### src/rtl/axi_llc_evict_engine.sv
// LLC eviction engine: accepts descriptors, writes dirty lines back over AXI (AW then BeatsPerLine W beats),
// retires descriptors in order after B. Optional B error counter under AXI_LLC_EVICT_ERR_CNT_EN.
module axi_llc_evict_engine #(
   parameter int unsigned AddrWidth    = 64,
   parameter int unsigned DataWidth    = 64,
   parameter int unsigned NumWays      = 8,
   parameter int unsigned BeatsPerLine = 4,
   parameter int unsigned MaxWbTxns    = 4,
   parameter int unsigned QueueDepth   = 8,
   parameter int unsigned IdWidth      = 4,
   parameter int unsigned AwId         = 0
) (
   input  logic                 clk_i,
   input  logic                 rst_ni,
   input  logic                 desc_valid_i,
   output logic                 desc_ready_o,
   input  logic [AddrWidth-1:0] desc_addr_i,
   input  logic [NumWays-1:0]   desc_way_ind_i,
   input  logic                 desc_evict_i,
   input  logic                 desc_flush_i,
   output logic                 desc_valid_o,
   input  logic                 desc_ready_i,
   output logic [AddrWidth-1:0] desc_addr_o,
   output logic [NumWays-1:0]   desc_way_ind_o,
   output logic                 way_req_valid_o,
   input  logic                 way_req_ready_i,
   output logic [NumWays-1:0]   way_req_ind_o,
   output logic [AddrWidth-1:0] way_req_addr_o,
   output logic [7:0]           way_req_beat_o,
   input  logic                 way_rdata_valid_i,
   input  logic [DataWidth-1:0] way_rdata_i,
   output logic                 way_rdata_ready_o,
   output logic                 aw_valid_o,
   input  logic                 aw_ready_i,
   output logic [AddrWidth-1:0] aw_addr_o,
   output logic [7:0]           aw_len_o,
   output logic [2:0]           aw_size_o,
   output logic [IdWidth-1:0]   aw_id_o,
   output logic                 w_valid_o,
   input  logic                 w_ready_i,
   output logic [DataWidth-1:0] w_data_o,
   output logic                 w_last_o,
   input  logic                 b_valid_i,
   output logic                 b_ready_o,
   input  logic [1:0]           b_resp_i,
   output logic                 flush_desc_recv_o,
   output logic [15:0]          err_cnt_o
);

   localparam int unsigned LineBytes = BeatsPerLine * DataWidth / 8;
   localparam int unsigned PtrW      = (QueueDepth > 1) ? $clog2(QueueDepth) : 1;
   localparam int unsigned CntW      = $clog2(QueueDepth + 1);
   localparam int unsigned OutW      = $clog2(MaxWbTxns + 1);

   localparam logic [AddrWidth-1:0] OffMask  = AddrWidth'(LineBytes - 1);
   localparam logic [7:0]           AwLen    = 8'(BeatsPerLine - 1);
   localparam logic [2:0]           AwSize   = 3'($clog2(DataWidth / 8));
   localparam logic [IdWidth-1:0]   AwIdC    = IdWidth'(AwId);
   localparam logic [8:0]           Beats9   = 9'(BeatsPerLine);
   localparam logic [8:0]           LastBeat = 9'(BeatsPerLine - 1);
   localparam logic [PtrW-1:0]      PtrLast  = PtrW'(QueueDepth - 1);
   localparam logic [CntW-1:0]      QDepthC  = CntW'(QueueDepth);
   localparam logic [OutW-1:0]      MaxOutC  = OutW'(MaxWbTxns);

   typedef enum logic [1:0] {IDLE, SEND_AW, STREAM, FWD} state_e;

   typedef struct packed {
      logic [AddrWidth-1:0] addr;
      logic [NumWays-1:0]   way;
      logic                 flush;
      logic                 needs_b;
      logic                 b_seen;
   } entry_t;

   state_e               state_q, state_d;
   logic [AddrWidth-1:0] addr_q, addr_d;
   logic [NumWays-1:0]   way_q, way_d;
   logic                 flush_q, flush_d;
   logic [8:0]           req_cnt_q, req_cnt_d;
   logic [8:0]           dat_cnt_q, dat_cnt_d;
   logic [OutW-1:0]      out_cnt_q, out_cnt_d;

   entry_t               q_mem_q [QueueDepth];
   logic [PtrW-1:0]      wr_ptr_q, rd_ptr_q;
   logic [CntW-1:0]      q_cnt_q, q_cnt_d;

   entry_t head;
   entry_t push_entry;
   logic   head_vld, head_done, push, pop, b_hs, w_last_hs;

   // Retirement side: the queue head decides B acceptance and downstream forwarding.
   assign head      = q_mem_q[rd_ptr_q];
   assign head_vld  = (q_cnt_q != '0);
   assign b_ready_o = head_vld & head.needs_b & ~head.b_seen;
   assign b_hs      = b_valid_i & b_ready_o;
   assign head_done = head_vld & (~head.needs_b | head.b_seen);

   assign desc_valid_o      = head_done & ~head.flush;
   assign flush_desc_recv_o = head_done & head.flush;
   assign desc_addr_o       = desc_valid_o ? head.addr : '0;
   assign desc_way_ind_o    = desc_valid_o ? head.way  : '0;
   assign pop               = flush_desc_recv_o | (desc_valid_o & desc_ready_i);

   assign w_last_hs = (state_q == STREAM) & way_rdata_valid_i & w_ready_i & (dat_cnt_q == LastBeat);
   assign push      = w_last_hs | (state_q == FWD);

   always_comb begin
      push_entry         = '0;
      push_entry.addr    = addr_q;
      push_entry.way     = way_q;
      push_entry.flush   = flush_q;
      push_entry.needs_b = (state_q == STREAM);
   end

   assign aw_addr_o      = (state_q == SEND_AW) ? (addr_q & ~OffMask) : '0;
   assign aw_len_o       = (state_q == SEND_AW) ? AwLen : '0;
   assign aw_size_o      = (state_q == SEND_AW) ? AwSize : '0;
   assign aw_id_o        = (state_q == SEND_AW) ? AwIdC : '0;
   assign way_req_ind_o  = (state_q == STREAM) ? way_q : '0;
   assign way_req_addr_o = (state_q == STREAM) ? addr_q : '0;
   assign way_req_beat_o = (state_q == STREAM) ? req_cnt_q[7:0] : '0;

   always_comb begin
      state_d           = state_q;
      addr_d            = addr_q;
      way_d             = way_q;
      flush_d           = flush_q;
      req_cnt_d         = req_cnt_q;
      dat_cnt_d         = dat_cnt_q;
      desc_ready_o      = 1'b0;
      aw_valid_o        = 1'b0;
      way_req_valid_o   = 1'b0;
      way_rdata_ready_o = 1'b0;
      w_valid_o         = 1'b0;
      w_data_o          = '0;
      w_last_o          = 1'b0;
      unique case (state_q)
         IDLE: begin
            // A queue slot is reserved here, so the burst that follows can always push.
            desc_ready_o = (out_cnt_q < MaxOutC) && (q_cnt_q < QDepthC);
            if (desc_valid_i && desc_ready_o) begin
               addr_d    = desc_addr_i;
               way_d     = desc_way_ind_i;
               flush_d   = desc_flush_i;
               req_cnt_d = '0;
               dat_cnt_d = '0;
               state_d   = desc_evict_i ? SEND_AW : FWD;
            end
         end
         SEND_AW: begin
            aw_valid_o = 1'b1;
            if (aw_ready_i) state_d = STREAM;
         end
         STREAM: begin
            way_req_valid_o = (req_cnt_q < Beats9);
            if (way_req_valid_o && way_req_ready_i) req_cnt_d = req_cnt_q + 9'd1;
            w_valid_o         = way_rdata_valid_i;
            w_data_o          = way_rdata_i;
            way_rdata_ready_o = w_ready_i;
            w_last_o          = (dat_cnt_q == LastBeat);
            if (way_rdata_valid_i && w_ready_i) begin
               dat_cnt_d = dat_cnt_q + 9'd1;
               if (w_last_o) state_d = IDLE;
            end
         end
         FWD: state_d = IDLE;
         default: state_d = IDLE;
      endcase
   end

   always_comb begin
      out_cnt_d = out_cnt_q;
      unique case ({w_last_hs, b_hs})
         2'b10:   out_cnt_d = out_cnt_q + 1'b1;
         2'b01:   out_cnt_d = out_cnt_q - 1'b1;
         default: out_cnt_d = out_cnt_q;
      endcase
   end

   always_comb begin
      q_cnt_d = q_cnt_q;
      unique case ({push, pop})
         2'b10:   q_cnt_d = q_cnt_q + 1'b1;
         2'b01:   q_cnt_d = q_cnt_q - 1'b1;
         default: q_cnt_d = q_cnt_q;
      endcase
   end

   always_ff @(posedge clk_i or negedge rst_ni) begin
      if (!rst_ni) begin
         state_q   <= IDLE;
         addr_q    <= '0;
         way_q     <= '0;
         flush_q   <= 1'b0;
         req_cnt_q <= '0;
         dat_cnt_q <= '0;
         out_cnt_q <= '0;
      end else begin
         state_q   <= state_d;
         addr_q    <= addr_d;
         way_q     <= way_d;
         flush_q   <= flush_d;
         req_cnt_q <= req_cnt_d;
         dat_cnt_q <= dat_cnt_d;
         out_cnt_q <= out_cnt_d;
      end
   end

   always_ff @(posedge clk_i or negedge rst_ni) begin
      if (!rst_ni) begin
         for (int i = 0; i < int'(QueueDepth); i++) q_mem_q[i] <= '0;
         wr_ptr_q <= '0;
         rd_ptr_q <= '0;
         q_cnt_q  <= '0;
      end else begin
         if (push) begin
            q_mem_q[wr_ptr_q] <= push_entry;
            wr_ptr_q          <= (wr_ptr_q == PtrLast) ? '0 : wr_ptr_q + 1'b1;
         end
         // A head awaiting B is never retiring, so b_seen and pop cannot collide.
         if (b_hs) q_mem_q[rd_ptr_q].b_seen <= 1'b1;
         if (pop) rd_ptr_q <= (rd_ptr_q == PtrLast) ? '0 : rd_ptr_q + 1'b1;
         q_cnt_q <= q_cnt_d;
      end
   end

`ifdef AXI_LLC_EVICT_ERR_CNT_EN
   logic [15:0] err_cnt_q, err_cnt_d;
   logic        unused_resp_lsb;

   assign unused_resp_lsb = b_resp_i[0];

   always_comb begin
      err_cnt_d = err_cnt_q;
      if (b_hs && b_resp_i[1] && (err_cnt_q != 16'hFFFF)) err_cnt_d = err_cnt_q + 16'd1;
   end

   always_ff @(posedge clk_i or negedge rst_ni) begin
      if (!rst_ni) err_cnt_q <= '0;
      else         err_cnt_q <= err_cnt_d;
   end

   assign err_cnt_o = err_cnt_q;
`else
   logic unused_resp;

   assign unused_resp = ^b_resp_i;
   assign err_cnt_o   = '0;
`endif

endmodule

### config.mk
export PLATFORM = sky130hd
export DESIGN_NAME = axi_llc_evict_engine
export DESIGN_NICKNAME = d
export VERILOG_FILES = /design/src/rtl/axi_llc_evict_engine.sv
export SDC_FILE = /design/constraint.sdc
export NUM_CORES = 1
export LEC_CHECK = 0
export ABC_AREA = 1
export ABC_CLOCK_PERIOD_IN_PS = 3100
export BUFFER_PORTS_ARGS = -buffer_cell sky130_fd_sc_hd__buf_2
export CAP_MARGIN = 15
export CORE_MARGIN = 5
export CORE_UTILIZATION = 45
export CTS_CLUSTER_SIZE = 40
export DETAILED_ROUTE_END_ITERATION = 10
export PLACE_DENSITY = 0.72
export SLEW_MARGIN = 10
export SYNTH_ARGS = -nofsm -noshare
export SYNTH_HDL_FRONTEND = slang
export SYNTH_SLANG_ARGS = --single-unit
### constraint.sdc
create_clock -name clk_i -period 3.1 [get_ports clk_i]
set_clock_uncertainty 0.05 [all_clocks]
set_input_delay 0.31 -clock clk_i [delete_from_list [all_inputs] [get_ports clk_i]]
set_output_delay 0.31 -clock clk_i [all_outputs]
set_load 0.05 [all_outputs]
Word level (Yosys, flattened, before mapping)
Cells that the tools add are included.
- memories kept: 0
- register bits: 706
- memory bits (read-only): 0
- RAM bits: 0
- logic and storage cells: 154
- bits in latches: 0
- bitwise gates (word level): 18
- div/mod/pow operators: 0
- multiplexer cells: 41
- $lt $le $gt $ge: 7
- reduce and logical (&&, ||, !) cells: 15
- shift-type cells: 0
- add/subtract/negate cells: 8
- $mul: 0
- eq/ne operators: 15
- operator list (cell ; number):
    $bwmux W600 ; 2
    $mux W600 ; 2
    $demux W75 S3 ; 2
    $mux W64 ; 4
    $bmux W75 S3 ; 1
    $mux W75 ; 3
    $pmux W9 S2 ; 2
    $mux W9 ; 3
    $mux W8 ; 3
    $add A9 B1 Y9 const B ; 2
    $mux W2 ; 7
    $and A1 B1 Y1 ; 10
    $add A3 B1 Y3 const B ; 3
    $eq A9 B2 Y1 const B ; 1
    $lt A9 B3 Y1 const B ; 1
    $eq A2 B2 Y1 const B ; 4
    $ge A4 B4 Y1 const B ; 2
    $lt A4 B1 Y1 const B ; 2
    $not A3 Y4 ; 2
    $pmux W2 S4 ; 1
    $pmux W4 S2 ; 1
    $mux W1 ; 7
    $eq A2 B1 Y1 const B ; 3
    $eq A3 B3 Y1 const B ; 2
    other kinds (18) ; 34

Logic depth before layout (Yosys ltp)
- depth after elaboration: 12
- gate-level depth with buffers: 18

Worst setup path after synthesis
Ideal clock, no wire load.
- kind: reg-to-output
- start: reg state_q[1]
- end: out aw_addr_o[53]
- required time: 2.740 ns
- setup slack: -0.057 ns
- arrival time: 2.797 ns
- cell stages (with the launch flop): 7
- cells stage by stage: dfrtp_1 > buf_4 > nor2_1 > clkinv_1 > clkbuf_1 > clkbuf_1 > nor2_1
- word-level cells in the longest chain between the ends: 2
- ends and longest elaborated chain (element ; line ; source):
    from (decl) ; 75 ; state_e state_q, state_d;
    from (signal assigned) ; 199 ; state_q <= state_d;
    $eq A2 B1 Y1 ; 115 ; assign aw_addr_o = (state_q == SEND_AW) ? (addr_q & ~OffMask) : '0;
    $mux W64 ; 115 ;
    to (decl) ; 35 ; output logic [AddrWidth-1:0] aw_addr_o,
No other way between the ends.

Worst setup path in the final report
- start: reg rd_ptr_q[0]
- end: out desc_way_ind_o[3]
- word-level cells in the longest chain between the ends: 9
- ends and longest elaborated chain (element ; line ; source):
    from (decl) ; 84 ; logic [PtrW-1:0] wr_ptr_q, rd_ptr_q;
    from (signal assigned) ; 222 ; if (pop) rd_ptr_q <= (rd_ptr_q == PtrLast) ? '0 : rd_ptr_q + 1'b1;
    $not A3 Y4 (not written as such) (*) ; 92 ; assign head = q_mem_q[rd_ptr_q];
    $bmux W75 S3 (*) ; 92 ;
    $mux W75 (not written as such) (*) (2 in series) ; 92 ;
    $not A1 Y1 ; 96 ; assign head_done = head_vld & (~head.needs_b | head.b_seen);
    $or A1 B1 Y1 ; 96 ;
    $and A1 B1 Y1 ; 96 ;
    $and A1 B1 Y1 ; 98 ; assign desc_valid_o = head_done & ~head.flush;
    $mux W8 (*) ; 101 ; assign desc_way_ind_o = desc_valid_o ? head.way : '0;
    to (decl) ; 24 ; output logic [NumWays-1:0] desc_way_ind_o,
Every way passes the cells marked *; elsewhere a longest branch is shown, timed or not. The select of a mux whose other input is x is not followed.

==> out/qor.yml <==
outcome: "finished clean"
maxCapViolCount: 0
avgSynthCellArea_um2: 7.98
path_clk_slew_ns: 0.06
wl_per_cell_um: 16.9
cts_sinks: 706
critPathRequiredTime_ns: 2.74
netlist.top_cell.by_area: "dfrtp_1"
postSynthCellCount: 4058
num_rows: 98
gp_congestion: 0.793
clk_latency_ns: 0.62
crit_path_max_fanout: 18
setup_slack_ns: 0.0458
vias: 28145
swShare: 0.483
slew_violations: 0
setup_viol: 0
hold_path_class: "input pin to flop"
areaGrowthSynthToFinish_pct: 20.8
drc_errors: 0
sequentialPowerShare: 0.289
yosysTopAreaCellShare: 0.545
placed_cells: 5178
cp-start-kind: "flop"
grt_pass1_wl_um: 148000
r2r_slack_ns: 0.24
worstPathArrival_ns: 2.69
grt_overflow: 0
p_total_w: 0.0470
rsz0062_at_grt: "yes"
cts_root_buf: "clkbuf_16"
numCtsBuffers: 78
core_area_mm2: 0.0715
cts_tree: "done"
cellLeakagePower_nw: 19.0
antenna_found_initial: 0
fmaxAchievable_ghz: 0.327
finalHoldViolations: 0
vdd_drop_max_v: 0.00122
antenna_left: 0
synth_seq_cells: 706
port_buffers: 434
clkPwrFrac: 0.195
worstSetupEndpointType: "primary output"
placed_area_mm2: 0.0351
via_per_inst: 5.20
synthesis.area_mm2: 0.0324
drive_gt1_frac: 0.157
cts_htree_levels: 3
ioPinCount: 469
grt_usage: 0.232
drt-total-wl_um: 91500
dp_slack_ns: 0.174
relSlewSlack: 0.337
p_int_w: 0.0243
start_util: 0.453
combPwrFrac: 0.516
cts.path.max_buffers: 3
nNetsFinal: 4558
grt_pass1_vias: 27063
synth.area.top_cells: "dfrtp_1 55%, nand2_1 14%, o21ai_1 6.0%"
die_area_mm2: 0.0775
critPathKind: "flop to primary output"
fillers: 6430
min_period_over_period: 0.985
cp_slowest_cell: "dfrtp_4"
grt_max_degree: 161
slowest_delay_ns: 0.59
worst_pin_slew_ns: 0.994
p_per_area_mw_per_mm2: 1200
drt_iter0_drc: 2717
yosysWarnings: 0
die_y_um: 278
post-dp-hpwl_um: 51300
ys_types: 35
die_w_um: 278
p_switching_w: 0.0227
period_needed_ns: 3.05
crit_path_cell_trace: "buf_6 -> inv_6 -> nand2_4 -> buf_4 -> o21ai_0 -> inv_1 -> o2111ai_1 -> nor2_1 -> buf_2"
yosysSeqAreaShare: 0.545
stdcell_count: 5410
final_area_mm2: 0.0391
diodes: 0
dr.pass1.iters: 6
## power by group through the flow
| stage | logic, W | clock network [W] | registers, W |
|---|---|---|---|
| after floorplan | 0.0163 | 0 | 0.0133 |
| after global placement | 0.0220 | 0 | 0.0135 |
| after detailed placement | 0.0223 | 0 | 0.0136 |
| after CTS | 0.0231 | 0.00940 | 0.0135 |
| after global routing | 0.0262 | 0.00979 | 0.0139 |
| final | 0.0242 | 0.00918 | 0.0136 |
## cells by family after synthesis
kind of cell	share of synthesized area
compound gates	0.126
xor+xnor	0.00216
fa+ha+maj	0.00510
buf+inv	0.0816
flops	0.545
other cells	0.000116
simple gates	0.240
## metal layers
| layer | global-route usage | vias to the layer above | wire length [µm] |
|---|---|---|---|
| li1 | - | 13580 | - |
| met1 | 0.318 | 13452 | 39900 |
| met2 | 0.387 | 971 | 43500 |
| met3 | 0.0325 | 142 | 5830 |
| met4 | 0.0686 | 0 | 2330 |
| met5 | 0 | - | 0 |
## timing repair
item	4_1_cts	5_1_grt
setup buffers	4	1
pin swaps	1	1
gates cloned	4	2
endpoints found under the hold margin	129	0
hold buffers	78	0
gates resized for setup	28	171
setup endpoints to repair	73	72
## cell usage in the layout (no fill, tap or decap), types with 11 or more instances in the layout
cell type	n
dfrtp_1	703
clkbuf_16	81
o21ai_0	366
nor2_1	376
nand2_4	12
o21ai_1	387
inv_1	229
o2111ai_1	27
dlygate4sd3_1	78
nor2_2	28
clkbuf_8	20
buf_4	64
buf_6	35
buf_12	30
clkinv_2	12
nand3_1	290
nand2_1	1207
buf_2	363
conb_1	32
clkbuf_1	17
a21oi_1	11
## synthesized netlist by cell type, drive strengths merged
master and count:
nand2 1223, nand4 7, clkbuf 144, buf 217
o21ai 753, nand3 292, nand3b 1, xor2 5
a22o 1, clkinv 1, nor3 5, xnor2 3
o21a 1, o2111ai 27, ha 10, conb 1
dfrtp 706, nor3b 1, or2 1, nor2 409
nor4 1, a21oi 11, fa 2, inv 236
## area by class of cell
type	count	area, µm²	share of cell area
Sequential cell	706	17700	0.452
Tap cell	950	1190	0.0304
Multi-Input combinational cell	2785	12400	0.316
Inverter	237	905	0.0231
Clock buffer	117	2340	0.0598
Clock inverter	26	226	0.00579
Timing Repair inverter	2	17.5	0.000448
Timing Repair Buffer	587	4400	0.112
## through the flow
stage	TNS (ns)	util	hold slack, ns
6_report	0	0.547	0.0797
5_1_grt	-0.310	0.547	0.0800
4_1_cts	0	0.542	0.0127
3_5_place_dp	0	0.491	0.270
3_3_place_gp	0	0.491	0.268
2_1_floorplan	0	-	-0.0356
## worst max-delay path, delay by kind of cell (launching register included)
kind | cells | cell delay, ns
buffers and inverters | 5 | 0.86
AOI/OAI and AO/OA | 2 | 0.33
DFF | 1 | 0.59
and+or+nand+nor | 2 | 0.28
## worst paths after layout
check | start | endpoint | depth (start not counted)
worst max register to register | rd_ptr_q[0] | q_cnt_q[3] | 17
min in group asynchronous | rst_ni | async pin | 2
worst min register to register | out_cnt_q[0] | out_cnt_q[0] | 1
worst max-delay path | rd_ptr_q[0] | desc_way_ind_o[3] | 9
max in group asynchronous | rst_ni | async pin | 3
worst min-delay path | way_rdata_valid_i | dat_cnt_q[0] | 5
Power figures use the tool's default switching activity.
